==> config.mk <==
export PLATFORM = sky130hd
export DESIGN_NAME = issue_controller
export DESIGN_NICKNAME = d
export VERILOG_FILES = /design/src/rtl/issue_controller_pkg.sv /design/src/rtl/issue_scoreboard.sv /design/src/rtl/issue_controller.sv
export SDC_FILE = /design/constraint.sdc
export NUM_CORES = 1
export LEC_CHECK = 0
export ABC_AREA = 1
export BUFFER_PORTS_ARGS = -buffer_cell sky130_fd_sc_hd__buf_2
export CAP_MARGIN = 20
export CORE_MARGIN = 4
export CORE_UTILIZATION = 55
export CTS_CLUSTER_DIAMETER = 120
export CTS_CLUSTER_SIZE = 8
export DETAILED_ROUTE_END_ITERATION = 10
export PLACE_DENSITY = 0.83
export SYNTH_ARGS = -nofsm -noshare
export SYNTH_HDL_FRONTEND = slang
export SYNTH_SLANG_ARGS = --single-unit
==> constraint.sdc <==
create_clock -name clk -period 2.6 [get_ports clk]
set_input_delay 0.13 -clock clk [delete_from_list [all_inputs] [get_ports clk]]
set_output_delay 0.13 -clock clk [all_outputs]
set_load 0.01 [all_outputs]
==> src/rtl/issue_controller_pkg.sv <==
// Shared types and defaults for the in-order issue controller.
package issue_controller_pkg;

  localparam int unsigned REG_IDX_W_DEFAULT    = 5;
  localparam int unsigned MAX_INFLIGHT_DEFAULT = 4;

  // Scheduler state: normal issue, waiting for in-flight ops before a trap,
  // and holding the trap request until the handler acknowledges it.
  typedef enum logic [1:0] {
    RUN   = 2'd0,
    DRAIN = 2'd1,
    TRAP  = 2'd2
  } sched_state_e;

  typedef enum logic {
    CAUSE_ECALL   = 1'b0,
    CAUSE_ILLEGAL = 1'b1
  } trap_cause_e;

  // An unsupported encoding outranks ecall when both are flagged.
  function automatic trap_cause_e select_cause(input logic unsupported);
    if (unsupported) begin
      return CAUSE_ILLEGAL;
    end else begin
      return CAUSE_ECALL;
    end
  endfunction

endpackage

==> src/rtl/issue_scoreboard.sv <==
// Per-register busy bits. A set and a clear of the same register in one
// cycle resolve to set; register 0 is hard-wired not busy.
module issue_scoreboard
  import issue_controller_pkg::*;
#(
  parameter int REG_IDX_W = REG_IDX_W_DEFAULT,
  localparam int NUM_REGS = 2 ** REG_IDX_W
) (
  input  logic                 clk,
  input  logic                 reset,
  input  logic                 set_en,
  input  logic [REG_IDX_W-1:0] set_idx,
  input  logic                 clr_en,
  input  logic [REG_IDX_W-1:0] clr_idx,
  output logic [NUM_REGS-1:0]  busy
);

  logic [NUM_REGS-1:0] busy_d;
  logic [NUM_REGS-1:0] busy_q;

  // Next busy vector: clear first so a same-cycle set overrides it.
  always_comb begin
    busy_d = busy_q;
    if (clr_en) begin
      busy_d[clr_idx] = 1'b0;
    end else begin
      busy_d = busy_d;
    end
    if (set_en) begin
      busy_d[set_idx] = 1'b1;
    end else begin
      busy_d = busy_d;
    end
    busy_d[0] = 1'b0;
  end

  // Busy-bit register with synchronous reset.
  always_ff @(posedge clk) begin
    if (reset) begin
      busy_q <= '0;
    end else begin
      busy_q <= busy_d;
    end
  end

  assign busy = busy_q;

endmodule

==> src/rtl/issue_controller.sv <==
// In-order issue controller: stalls on RAW/WAW hazards, in-flight limit and
// a single long-latency unit; drains and raises a trap on ecall/illegal ops.
module issue_controller
  import issue_controller_pkg::*;
#(
  parameter int REG_IDX_W    = REG_IDX_W_DEFAULT,
  parameter int MAX_INFLIGHT = MAX_INFLIGHT_DEFAULT,
  localparam int CNT_W       = $clog2(MAX_INFLIGHT + 1),
  localparam int NUM_REGS    = 2 ** REG_IDX_W
) (
  input  logic                 clk,
  input  logic                 reset,
  input  logic                 dec_valid,
  output logic                 dec_ready,
  input  logic [REG_IDX_W-1:0] dec_rs1,
  input  logic [REG_IDX_W-1:0] dec_rs2,
  input  logic [REG_IDX_W-1:0] dec_rd,
  input  logic                 dec_uses_rs2,
  input  logic                 dec_regwr,
  input  logic                 dec_long,
  input  logic                 dec_ecall,
  input  logic                 dec_unsupported,
  output logic                 iss_valid,
  input  logic                 wb_valid,
  input  logic [REG_IDX_W-1:0] wb_rd,
  input  logic                 wb_long,
  output logic                 trap_req,
  output logic                 trap_cause,
  input  logic                 trap_ack,
  output logic [CNT_W-1:0]     inflight,
  output logic [NUM_REGS-1:0]  busy_vec
);

  localparam logic [CNT_W-1:0] MAX_CNT = CNT_W'(MAX_INFLIGHT);
  localparam logic [CNT_W-1:0] ONE_CNT = CNT_W'(1);

  sched_state_e        state_d, state_q;
  trap_cause_e         cause_d, cause_q;
  logic [CNT_W-1:0]    inflight_d, inflight_q;
  logic                long_busy_d, long_busy_q;

  logic [NUM_REGS-1:0] busy_bits;
  logic                hazard;
  logic                cap_ok;
  logic                long_ok;
  logic                trap_op;
  logic                issue_wr;
  logic                wb_take;

  issue_scoreboard #(
    .REG_IDX_W (REG_IDX_W)
  ) u_scoreboard (
    .clk     (clk),
    .reset   (reset),
    .set_en  (issue_wr),
    .set_idx (dec_rd),
    .clr_en  (wb_take),
    .clr_idx (wb_rd),
    .busy    (busy_bits)
  );

  // Issue conditions, judged against registered state only (no wb bypass).
  always_comb begin
    hazard  = busy_bits[dec_rs1]
            | (dec_uses_rs2 & busy_bits[dec_rs2])
            | (dec_regwr & busy_bits[dec_rd]);
    cap_ok  = (inflight_q < MAX_CNT) | ~dec_regwr;
    long_ok = ~(dec_long & long_busy_q);
    trap_op = dec_valid & (dec_ecall | dec_unsupported);
  end

  // Scheduler next state, handshake and trap outputs.
  always_comb begin
    state_d   = state_q;
    cause_d   = cause_q;
    dec_ready = 1'b0;
    trap_req  = 1'b0;
    if (reset) begin
      state_d = RUN;
    end else begin
      case (state_q)
        RUN: begin
          if (trap_op) begin
            state_d = DRAIN;
            cause_d = select_cause(dec_unsupported);
          end else begin
            dec_ready = ~hazard & cap_ok & long_ok;
          end
        end
        DRAIN: begin
          if ((inflight_q == '0) && !long_busy_q) begin
            state_d = TRAP;
          end else begin
            state_d = DRAIN;
          end
        end
        TRAP: begin
          trap_req  = 1'b1;
          dec_ready = trap_ack;
          if (trap_ack) begin
            state_d = RUN;
          end else begin
            state_d = TRAP;
          end
        end
        default: begin
          state_d = RUN;
        end
      endcase
    end
  end

  // Issue is combinational so a ready instruction leaves in the same cycle.
  always_comb begin
    iss_valid = dec_valid & dec_ready & (state_q == RUN) & ~dec_ecall
              & ~dec_unsupported & ~reset;
    issue_wr  = iss_valid & dec_regwr & (dec_rd != '0);
    wb_take   = wb_valid & (inflight_q != '0);
  end

  // In-flight counter and long-unit occupancy; issue outranks writeback.
  always_comb begin
    case ({issue_wr, wb_take})
      2'b10:   inflight_d = inflight_q + ONE_CNT;
      2'b01:   inflight_d = inflight_q - ONE_CNT;
      default: inflight_d = inflight_q;
    endcase
    if (iss_valid && dec_long) begin
      long_busy_d = 1'b1;
    end else if (wb_valid && wb_long) begin
      long_busy_d = 1'b0;
    end else begin
      long_busy_d = long_busy_q;
    end
  end

  // Controller state registers with synchronous reset.
  always_ff @(posedge clk) begin
    if (reset) begin
      state_q     <= RUN;
      cause_q     <= CAUSE_ECALL;
      inflight_q  <= '0;
      long_busy_q <= 1'b0;
    end else begin
      state_q     <= state_d;
      cause_q     <= cause_d;
      inflight_q  <= inflight_d;
      long_busy_q <= long_busy_d;
    end
  end

  assign trap_cause = cause_q;
  assign inflight   = inflight_q;
  assign busy_vec   = busy_bits;

endmodule
==> impl_metrics.tcl <==
set metrics [dict create \
    result_of_the_run "finished clean" \
    cts_htree_levels 2 \
    vdd_ir_drop_max_uv 385 \
    cts_tree "built" \
    maximum_net_fanout_on_the_critical_path 4 \
    async_sr_flop_fraction 0 \
    timing.reg2reg.setup_slack_ps 200 \
    p_sw_w 0.000438 \
    routed_wire_length_per_instance_um 15.1 \
    slew-limit-headroom 0.466 \
    timing_worst_setup_path_type "flop to flop" \
    num_io_pins 70 \
    dp.cells 680 \
    final_common_cell "nand2_1" \
    p_clk_frac 0.311 \
    first_pass_grt_wire_length_mm 17.0 \
    via_count 3754 \
    cts_buffers 5 \
    critical-path-slowest-cell "dfxtp_2" \
    post-route-period-util 0.922 \
    syn2layout_area_growth_pct 18.4 \
    multiInputGateArea_mm2 0.00193 \
    synth_edf_count 0 \
    final_nets 650 \
    max_cap_violations 0 \
    totalWireLength_mm 10.4 \
    most_frequent_cells_in_the_layout "nand2_1, nor2_1, buf_2" \
    ctsResizeCount 0 \
    cpPeakStageDelay_ps 390 \
    drt.antenna.violating_nets 0 \
    path_clk_slew_ps 70 \
    ctsRootBufferMaster "clkbuf_8" \
    placeableCoreArea_mm2 0.00524 \
    place.port_buffers 68 \
    power.density_mw_per_mm2 375 \
    path_delay_family "simple AND/OR/NAND/NOR gates" \
    ctsHoldBuffers 0 \
    max_clock_freq_mhz 417 \
    ff2ff_path_depth 17 \
    floorplan_die_height_um 82.6 \
    number_of_global_route_vias_before_repair 3608 \
    register_area_um2 787 \
    combinationalPowerShare 0.245 \
    antenna_found_initial 0 \
    crit_chain "inv_1 > nand2_1 > nand3_1 > nand3_1 > nand3_1 > nand3b_1 > nand2_1 > nand2_1 > o21bai_2 > nand4_4 > ha_2 > inv_2 > fa_2 > a21oi_2 > o21ai_2 > o21ai_1 > a21oi_1" \
    detailed_place_hpwl_mm 7.96 \
    fin_crit_ps 2400 \
    num_rows 26 \
    clkLatencyLatePin_ps 290 \
    final_layout_size_suffix_gt1_frac 0.256 \
    worstSetupEndpointType "flop" \
    regToRegEndpoint "inflight[2]$_SDFFE_PP0P_" \
    critPathBufInv 2 \
    fin_worst_hold_slack_ps 113 \
    data_arrival_time_at_the_worst_slack_endpoint_ps 2570 \
    postSynthNetCount 577 \
    r2r-start "u_scoreboard.busy[5]$_SDFF_PP0_" \
    post-route-worst-setup-slack_ps 202 \
    postCtsSetupBuffers 0 \
    dp_slack_ps 104 \
    final-hold-violation-count 0 \
    required_ps 2770 \
    design.die.area_mm2 0.00682 \
    final_max_slew_viol_count 0 \
    finalClockSkew_ps 6.92 \
    internal_w 0.000919 \
    worstSetupPathDepth 17 \
    yosysWarningCount 0 \
    syn-cell-area_mm2 0.00306 \
    fin_util 0.692 \
    startpoint "u_scoreboard.busy[5]$_SDFF_PP0_" \
    timing_worst_slew_pin_value_ps 798 \
    gr-usage-all-layers 0.324 \
    first_iter_violations 289 \
    seq_power_share 0.444 \
    finalWeightedCongestion 0.923 \
    synth.ff_latch_count 38 \
    die-width_um 82.6 \
    nFillCells 492 \
    grt_start_max_net_pins 37 \
    grt_overflow_total 0 \
    crit_path_end "inflight[2]$_SDFFE_PP0P_" \
    swShare 0.323 \
    syn-instance-count 544 \
    count_of_unique_library_cells_instantiated_by_yosys 27 \
    synth.yosys.seq_area_share 0.249 \
    p_leak_nw 1.79 \
    yosys_most_used_dff "dfxtp_1" \
    final_cell_count_no_fill 688 \
    detail_route.drc_violations 0 \
    cts_num_sinks 38 \
    hold_path.class "input port to flop" \
    diodes 0 \
    drt_first_pass_iters 5 \
    finalSetupViolCount 0 \
    ctsLongestPathBuffers 2 \
    synth_area_per_cell_um2 5.63 \
    initial_core_util 0.584 \
    crit_path_start_kind "flop" \
    routed_via_density 5.46 \
    fin_tns_setup_ps 0 \
]
## per-stage QoR
step,cell area (um^2),total power (W)
after floorplan,3060,0.000823
after CTS,3570,0.00135
after detailed placement,3480,0.000930
after global routing,3620,0.00143
final,3620,0.00136
after global placement,3480,0.000923
## kinds of logic (layout without fill, tap and decap cells)
kind of cell    count (synthesis)  count (layout)  share of synthesized area
fa+ha+maj                       2               2                     0.0106
simple gates                  357             357                      0.500
buf+inv                        84             158                      0.130
other cells                     1               1                    0.00123
compound gates                 62              62                      0.109
flops                          38              38                      0.249
## power by group through the flow
stage                     clock network [W]  logic, W  registers (W)
after global placement                    0  0.000305       0.000618
after global routing               0.000452  0.000370       0.000604
final                              0.000423  0.000333       0.000602
after floorplan                           0  0.000203       0.000621
after detailed placement                  0  0.000313       0.000618
after CTS                          0.000434  0.000316       0.000604
## synthesized netlist by cell type, types with 2 or more instances
library cell / number / share of area
nand2_1: 166 / 0.20
nor2_1: 87 / 0.11
inv_1: 63 / 0.077
nand3_1: 60 / 0.098
a21oi_1: 39 / 0.064
dfxtp_1: 38 / 0.25
nor2_2: 30 / 0.061
o21ai_0: 11 / 0.018
buf_6: 10 / 0.037
nor3_1: 9 / 0.015
o21ai_1: 6 / 0.0098
clkbuf_1: 5 / 0.0061
buf_2: 4 / 0.0065
nand3b_1: 2 / 0.0049
o211ai_1: 2 / 0.0049
## registers in the layout, summed over array words and instances, names as in the netlist
| name | cells |
|---|---|
| inflight | 3 |
| long_busy_q | 1 |
| state_q | 2 |
| trap_cause | 1 |
| u_scoreboard.busy | 31 |
## per-layer routing
metal	global-route usage	share of wire	vias up
li1	-	-	1840
met1	0.435	0.42	1687
met2	0.527	0.46	205
met3	0.0466	0.095	22
met4	0.116	0.020	0
met5	0	0	-
## worst min-delay path, delay by kind of cell
kind	cells	cell delay (ps)
buf+inv	2	120
simple gates	1	50
compound gates	1	50
## final cells by class
cell class / count / share of cell area
Sequential cell: 38 / 0.217
Multi-Input combinational cell: 422 / 0.532
Timing Repair Buffer: 86 / 0.135
Clock inverter: 1 / 0.00138
Tap cell: 70 / 0.0242
Inverter: 64 / 0.0663
Clock buffer: 7 / 0.0238
## worst min path at each step
stage | depth (start not counted) | startpoint | endpoint
after floorplan | 2 | dec_unsupported | trap_cause$_SDFFE_PP0P_
after global placement | 4 | trap_ack | state_q[1]$_SDFFE_PP0P_
after detailed placement | 3 | dec_unsupported | trap_cause$_SDFFE_PP0P_
after CTS | 4 | trap_ack | state_q[1]$_SDFFE_PP0P_
after global routing | 3 | dec_unsupported | trap_cause$_SDFFE_PP0P_
final | 4 | trap_ack | state_q[1]$_SDFFE_PP0P_
Power figures use the tool's default switching activity.
